`config.mk`:
```
export PLATFORM = sky130hd
export DESIGN_NAME = vga_sync_decoder
export DESIGN_NICKNAME = d
export VERILOG_FILES = /design/src/rtl/vga_sync_decoder.sv
export SDC_FILE = /design/constraint.sdc
export NUM_CORES = 1
export LEC_CHECK = 0
export CAP_MARGIN = 20
export CORE_UTILIZATION = 57
export CTS_CLUSTER_DIAMETER = 50
export DETAILED_ROUTE_END_ITERATION = 16
export GPL_TIMING_DRIVEN = 0
export MAX_ROUTING_LAYER = met4
export PLACE_DENSITY_LB_ADDON = 0.08
export SKIP_CTS_REPAIR_TIMING = 1
export SLEW_MARGIN = 20
export SYNTH_ARGS = -nofsm -noshare
export SYNTH_HDL_FRONTEND = slang
export SYNTH_SLANG_ARGS = --single-unit
```
`constraint.sdc`:
```
create_clock -name Clk -period 4.25 [get_ports Clk]
set_input_delay 0.85 -clock Clk [delete_from_list [all_inputs] [get_ports Clk]]
set_output_delay 0.85 -clock Clk [all_outputs]
set_load 0.01 [all_outputs]
```
`src/rtl/vga_sync_decoder.sv`:
```
// vga_sync_decoder: recovers pixel coordinates from an hs/vs/blank stream
// and tracks lock against the nominal line and frame totals.
module vga_sync_decoder #(
  parameter int H_TOTAL     = 800,
  parameter int V_TOTAL     = 525,
  parameter int H_ACTIVE    = 640,
  parameter int V_ACTIVE    = 480,
  parameter int LOCK_FRAMES = 2
) (
  input  logic        Clk,
  input  logic        Reset,
  input  logic        pix_en,
  input  logic        hs,
  input  logic        vs,
  input  logic        blank,
  output logic [9:0]  DrawX,
  output logic [9:0]  DrawY,
  output logic        pixel_valid,
  output logic        frame_start,
  output logic        locked,
  output logic        sync_err,
  output logic [10:0] h_meas,
  output logic [10:0] v_meas
);
  localparam logic [10:0] HT = 11'(H_TOTAL);
  localparam logic [10:0] VT = 11'(V_TOTAL);
  localparam logic [9:0]  HA = 10'(H_ACTIVE);
  localparam logic [9:0]  VA = 10'(V_ACTIVE);
  localparam logic [10:0] WD = 11'(2 * H_TOTAL - 1);
  localparam logic [3:0]  LF = 4'(LOCK_FRAMES);

  typedef enum logic [1:0] {SEARCH, ACQUIRE, LOCKED} state_e;

  state_e      state_q, state_d;
  logic [3:0]  good_q, good_d;
  logic        hs_q, hs_d, vs_q, vs_d;
  logic [10:0] hcnt_q, hcnt_d, lcnt_q, lcnt_d;
  logic [9:0]  xcnt_q, xcnt_d, ycnt_q, ycnt_d;
  logic        act_q, act_d, lchk_q, lchk_d;
  logic [9:0]  dx_q, dx_d, dy_q, dy_d;
  logic        pv_q, pv_d, fs_q, fs_d, err_q, err_d;
  logic [10:0] hm_q, hm_d, vm_q, vm_d;

  logic        hs_fall, vs_fall, h_err, v_err, wd_err, err;
  logic [10:0] lcnt_hs;
  logic [9:0]  ycnt_hs;

  always_comb begin
    hs_fall = pix_en & hs_q & ~hs;
    vs_fall = pix_en & vs_q & ~vs;
    lcnt_hs = lcnt_q + {10'd0, hs_fall};
    ycnt_hs = ycnt_q + {9'd0, hs_fall & act_q};
    // lchk_q marks a line that began while checking was already active
    h_err   = hs_fall & lchk_q &
              ((hcnt_q + 11'd1 != HT) | (act_q & (xcnt_q != HA)));
    v_err   = vs_fall & (state_q != SEARCH) &
              ((lcnt_hs != VT) | (ycnt_hs != VA));
    wd_err  = pix_en & ~hs_fall & (state_q != SEARCH) & (hcnt_q == WD);
    err     = h_err | v_err | wd_err;
  end

  always_comb begin
    state_d = state_q;
    good_d  = good_q;
    unique case (state_q)
      SEARCH: begin
        if (vs_fall) begin
          state_d = ACQUIRE;
          good_d  = '0;
        end
      end
      ACQUIRE: begin
        if (err) begin
          state_d = SEARCH;
          good_d  = '0;
        end else if (vs_fall) begin
          good_d = good_q + 4'd1;
          if (good_d == LF) state_d = LOCKED;
        end
      end
      LOCKED: begin
        if (err) begin
          state_d = SEARCH;
          good_d  = '0;
        end
      end
      default: begin
        state_d = SEARCH;
        good_d  = '0;
      end
    endcase
  end

  always_comb begin
    hs_d   = hs_q;
    vs_d   = vs_q;
    hcnt_d = hcnt_q;
    lcnt_d = lcnt_q;
    xcnt_d = xcnt_q;
    ycnt_d = ycnt_q;
    act_d  = act_q;
    dx_d   = dx_q;
    dy_d   = dy_q;
    pv_d   = pv_q;
    hm_d   = hm_q;
    vm_d   = vm_q;
    fs_d   = 1'b0;
    err_d  = 1'b0;
    if (pix_en) begin
      hs_d  = hs;
      vs_d  = vs;
      dx_d  = xcnt_q;
      dy_d  = ycnt_q;
      pv_d  = locked & blank;
      fs_d  = (state_q == LOCKED) & vs_fall;
      err_d = err;
      if (hs_fall) begin
        hm_d   = hcnt_q + 11'd1;
        hcnt_d = '0;
        xcnt_d = '0;
        act_d  = 1'b0;
        ycnt_d = ycnt_hs;
        lcnt_d = lcnt_hs;
      end else begin
        hcnt_d = (hcnt_q == 11'h7FF) ? hcnt_q : hcnt_q + 11'd1;
        if (blank) begin
          xcnt_d = xcnt_q + 10'd1;
          act_d  = 1'b1;
        end
      end
      if (vs_fall) begin
        vm_d   = lcnt_hs;
        lcnt_d = '0;
        ycnt_d = '0;
      end
    end
    lchk_d = lchk_q;
    if (state_d == SEARCH) lchk_d = 1'b0;
    else if (hs_fall)      lchk_d = 1'b1;
  end

  always_ff @(posedge Clk or negedge Reset) begin
    if (!Reset) begin
      state_q <= SEARCH;
      good_q  <= '0;
      hs_q    <= 1'b1;
      vs_q    <= 1'b1;
      hcnt_q  <= '0;
      lcnt_q  <= '0;
      xcnt_q  <= '0;
      ycnt_q  <= '0;
      act_q   <= 1'b0;
      lchk_q  <= 1'b0;
      dx_q    <= '0;
      dy_q    <= '0;
      pv_q    <= 1'b0;
      fs_q    <= 1'b0;
      err_q   <= 1'b0;
      hm_q    <= '0;
      vm_q    <= '0;
    end else begin
      state_q <= state_d;
      good_q  <= good_d;
      hs_q    <= hs_d;
      vs_q    <= vs_d;
      hcnt_q  <= hcnt_d;
      lcnt_q  <= lcnt_d;
      xcnt_q  <= xcnt_d;
      ycnt_q  <= ycnt_d;
      act_q   <= act_d;
      lchk_q  <= lchk_d;
      dx_q    <= dx_d;
      dy_q    <= dy_d;
      pv_q    <= pv_d;
      fs_q    <= fs_d;
      err_q   <= err_d;
      hm_q    <= hm_d;
      vm_q    <= vm_d;
    end
  end

  assign locked      = (state_q == LOCKED);
  assign DrawX       = dx_q;
  assign DrawY       = dy_q;
  assign pixel_valid = pv_q;
  assign frame_start = fs_q;
  assign sync_err    = err_q;
  assign h_meas      = hm_q;
  assign v_meas      = vm_q;
endmodule
```
==> metrics.log <==
INFO  metric status = complete, no violations
INFO  metric numClockSinks = 97
INFO  metric grt_pass1_vias = 3,697
INFO  metric crit_fanout = 10
INFO  metric clockRootBuffer = sky130_fd_sc_hd__clkbuf_8
INFO  metric worst_skew_pair.late_latency = 360 ps
INFO  metric n_antenna_cell = 0
INFO  metric total_power = 2.29 mW
INFO  metric die_width = 94.2 um
INFO  metric post-route-drc-count = 0
INFO  metric crit_arrival = 4310 ps
INFO  metric layout_worst_path_cycle_share = 95.1%
INFO  metric power.density_cell_area = 390 mW/mm^2
INFO  metric row_count = 33
INFO  metric final_wtd_congestion = 0.912
INFO  metric finalSetupViolCount = 0
INFO  metric num_vias = 3,906
INFO  metric postSynth.asyncResetShare = 100%
INFO  metric syn_to_final_growth = 21.3%
INFO  metric tritoncts.num_buffers = 9
INFO  metric finalClockSkew = 16.6 ps
INFO  metric drt-wirelength-per-cell = 15.6 um
INFO  metric core-area = 0.00822 sq mm
INFO  metric globalRoute.totalOverflow = 0
INFO  metric grt_pass1_wl = 18.0 mm
INFO  metric timing_max_transition_violations_final = 0
INFO  metric grt_max_degree = 62
INFO  metric cts_buffer_depth = 2
INFO  metric tritoncts = yes
INFO  metric grt_setup_unrepaired = no
INFO  metric syn-num-nets = 516
INFO  metric post_route_cells_drive_above_1_share = 12.8%
INFO  metric fin_crit = 4040 ps
INFO  metric io_buffer_count = 50
INFO  metric timing.fmax = 247 MHz
INFO  metric design.final.nets = 579
INFO  metric ws_path_type = input pin to flop
INFO  metric synth.distinct_cells = 51
INFO  metric h-tree-depth = 3
INFO  metric yosys_most_used_dff = sky130_fd_sc_hd__dfrtp_1
INFO  metric layout.cells.non_filler = 674
INFO  metric dr.pass1.iters = 5
INFO  metric total_of_flip_flops_plus_latches_after_synthesis = 97
INFO  metric drt-total-wl = 10.5 mm
INFO  metric synth-seq-area-share = 50.1%
INFO  metric slew_headroom = 57.6%
INFO  metric io_pins = 52
INFO  metric worst_setup_hold_path_clk_slew = 100 ps
INFO  metric floorplan.initialDensity = 59.0%
INFO  metric synth-edff-count = 0
INFO  metric synth_cells = 501
INFO  metric synth.cell_area = 0.00485 sq mm
INFO  metric synth.avg_cell_area = 9.67 sq um
INFO  metric die_area = 0.00888 sq mm
INFO  metric initial_antenna_violation_count = 0
INFO  metric iteration_0_drc_count_of_the_detailed_router = 276
INFO  metric grt_use_total = 26.7%
INFO  metric via_per_inst = 5.80
INFO  metric p_leak = 2.57 nW
INFO  metric maxCapViolations = 0
INFO  metric power.ir.vdd_worst = 0.292 mV
INFO  metric detailedPlacementHpwl = 7.31 mm
INFO  metric worst_ep_required_time = 4510 ps
INFO  metric place.detailed.instances = 657
INFO  metric timing.final.hold_violations = 0
INFO  metric max_slew.worst_pin.slew = 636 ps
INFO  metric min_path_type = input pin to async pin
INFO  metric critPathCaptureType = flop
INFO  metric crit_path_start_kind = input pin
INFO  metric yosys_warnings = 0
INFO  metric ant_nets = 0
INFO  metric die_h = 94.2 um
metal layers:
| metal | global-route usage, % | wire length [um] | vias up | share of wire, % |
|---|---|---|---|---|
| li1 | - | - | 1874 | - |
| met1 | 38.5 | 5100 | 1907 | 49 |
| met2 | 38.9 | 4760 | 111 | 45 |
| met3 | 4.29 | 499 | 14 | 4.7 |
| met4 | 7.95 | 140 | 0 | 1.3 |
| met5 | - | 0 | - | 0 |
sequential cells by signal, summed over array words and instances, names as in the netlist:
name	cells
DrawX	10
vs_q	1
frame_start	1
xcnt_q	10
sync_err	1
pixel_valid	1
state_q	2
h_meas	11
good_q	4
act_q	1
hs_q	1
lchk_q	1
lcnt_q	11
ycnt_q	10
v_meas	11
hcnt_q	11
DrawY	10
cells by family (layout without fill, tap and decap cells):
logic type	after synthesis	in the layout	synth area share, %
flip-flops	97	97	50.1
AO/OA/AOI/OAI	88	88	11.2
AND/OR/NAND/NOR	202	202	20.2
buffers and inverters	40	108	3.25
adder cells (fa/ha/maj)	9	9	2.32
XOR/XNOR	41	41	7.41
multiplexers	24	24	5.52
placed cells by master, fill, tap and decap left out, types with 7 or more instances in the layout:
cell                               n
sky130_fd_sc_hd__o21ai_0          41
sky130_fd_sc_hd__nand2_1          66
sky130_fd_sc_hd__xor2_1           20
sky130_fd_sc_hd__dfrtp_1          95
sky130_fd_sc_hd__clkbuf_8          9
sky130_fd_sc_hd__nor3_1            7
sky130_fd_sc_hd__clkbuf_1         18
sky130_fd_sc_hd__xnor2_1          20
sky130_fd_sc_hd__ha_1              8
sky130_fd_sc_hd__a21oi_1          17
sky130_fd_sc_hd__mux2_2           22
sky130_fd_sc_hd__inv_1            11
sky130_fd_sc_hd__or3_1            10
sky130_fd_sc_hd__and3_1           12
sky130_fd_sc_hd__clkdlybuf4s50_1  49
sky130_fd_sc_hd__nand2b_1          7
sky130_fd_sc_hd__nor2_1           42
sky130_fd_sc_hd__nand3_1          17
sky130_fd_sc_hd__nand4_1          15
cells in the mapped netlist, types with 2 or more instances:
| cell | n | area share [%] |
|---|---|---|
| sky130_fd_sc_hd__nor2_1 | 43 | 3.3 |
| sky130_fd_sc_hd__and2_1 | 4 | 0.52 |
| sky130_fd_sc_hd__buf_2 | 5 | 0.52 |
| sky130_fd_sc_hd__dfstp_2 | 2 | 1.1 |
| sky130_fd_sc_hd__o211ai_1 | 3 | 0.46 |
| sky130_fd_sc_hd__xor2_1 | 20 | 3.6 |
| sky130_fd_sc_hd__inv_1 | 12 | 0.93 |
| sky130_fd_sc_hd__nand2_1 | 68 | 5.3 |
| sky130_fd_sc_hd__o22ai_1 | 3 | 0.39 |
| sky130_fd_sc_hd__mux2i_1 | 2 | 0.41 |
| sky130_fd_sc_hd__and3_1 | 12 | 1.5 |
| sky130_fd_sc_hd__o31ai_1 | 6 | 0.93 |
| sky130_fd_sc_hd__or2_2 | 4 | 0.52 |
| sky130_fd_sc_hd__o21ai_0 | 41 | 4.2 |
| sky130_fd_sc_hd__and3_4 | 2 | 0.46 |
| sky130_fd_sc_hd__clkbuf_1 | 19 | 1.5 |
| sky130_fd_sc_hd__buf_1 | 3 | 0.23 |
| sky130_fd_sc_hd__nand3_1 | 18 | 1.9 |
| sky130_fd_sc_hd__a21oi_1 | 17 | 1.8 |
| sky130_fd_sc_hd__a211oi_1 | 2 | 0.31 |
| sky130_fd_sc_hd__or3_1 | 10 | 1.3 |
| sky130_fd_sc_hd__nand4_1 | 15 | 1.9 |
| sky130_fd_sc_hd__nand2b_1 | 7 | 0.90 |
| sky130_fd_sc_hd__or4_1 | 3 | 0.46 |
| sky130_fd_sc_hd__mux2_2 | 22 | 5.1 |
| sky130_fd_sc_hd__nor4_1 | 3 | 0.39 |
| sky130_fd_sc_hd__nor2b_1 | 2 | 0.26 |
| sky130_fd_sc_hd__xnor2_1 | 21 | 3.8 |
| sky130_fd_sc_hd__ha_1 | 9 | 2.3 |
| sky130_fd_sc_hd__nor3_1 | 7 | 0.72 |
| sky130_fd_sc_hd__dfrtp_1 | 95 | 49 |
| sky130_fd_sc_hd__a31oi_1 | 2 | 0.26 |
critical path: stages:
cell	delay, ps
sky130_fd_sc_hd__clkdlybuf4s50_1	460
sky130_fd_sc_hd__or2_2	380
sky130_fd_sc_hd__clkinvlp_4	120
sky130_fd_sc_hd__clkbuf_4	210
sky130_fd_sc_hd__and2_1	160
sky130_fd_sc_hd__ha_1	210
sky130_fd_sc_hd__ha_2	240
sky130_fd_sc_hd__nand2_2	140
sky130_fd_sc_hd__xor2_1	170
sky130_fd_sc_hd__a41o_1	240
sky130_fd_sc_hd__or4bb_4	560
sky130_fd_sc_hd__o21ai_4	210
sky130_fd_sc_hd__nand2_2	110
sky130_fd_sc_hd__o31ai_2	250
path summary, 6_finish.rpt:
check	from	to	slack (ps)	cells past startpoint
max	hs	state_q[0]	210	14
min in group Clk	h_meas[3]	h_meas[3]	490	2
max reg2reg	hs_q	state_q[0]	620	14
min	Reset	v_meas[9]	360	1
max in group asynchronous	Reset	hs_q	3220	2
min reg2reg	h_meas[3]	h_meas[3]	490	2
power breakdown:
part           leakage [nW]  internal, mW  total (mW)  switching, mW
Combinational          1.11         0.176       0.369          0.193
Clock                 0.144         0.511       0.836          0.325
Sequential             1.32          1.01        1.09         0.0806
stage by stage:
stage / setup slack (ps) / util, % / instance area (sq um) / hold slack, ps / setup TNS, ps
final: 207 / 71.5 / 5880 / 361 / 0
after global routing: 29.8 / 71.5 / 5880 / 371 / 0
after CTS: -695 / 70.5 / 5800 / 375 / -4130
after detailed placement: -1050 / 67.0 / 5510 / 471 / -8000
after global placement: -1180 / 66.7 / 5480 / 462 / -119170
after floorplan: 26.6 / - / 4850 / 487 / 0
area by class of cell:
cell class,instances,area [sq um]
multi-input cells,364,2320
plain buffers,27,116
repair buffers,53,544
fillers,640,2340
flip-flops and latches,97,2430
clock inverters,7,164
inverters,12,48.8
clock buffers,9,124
well taps,105,131
(Power assumes the default switching activity.)
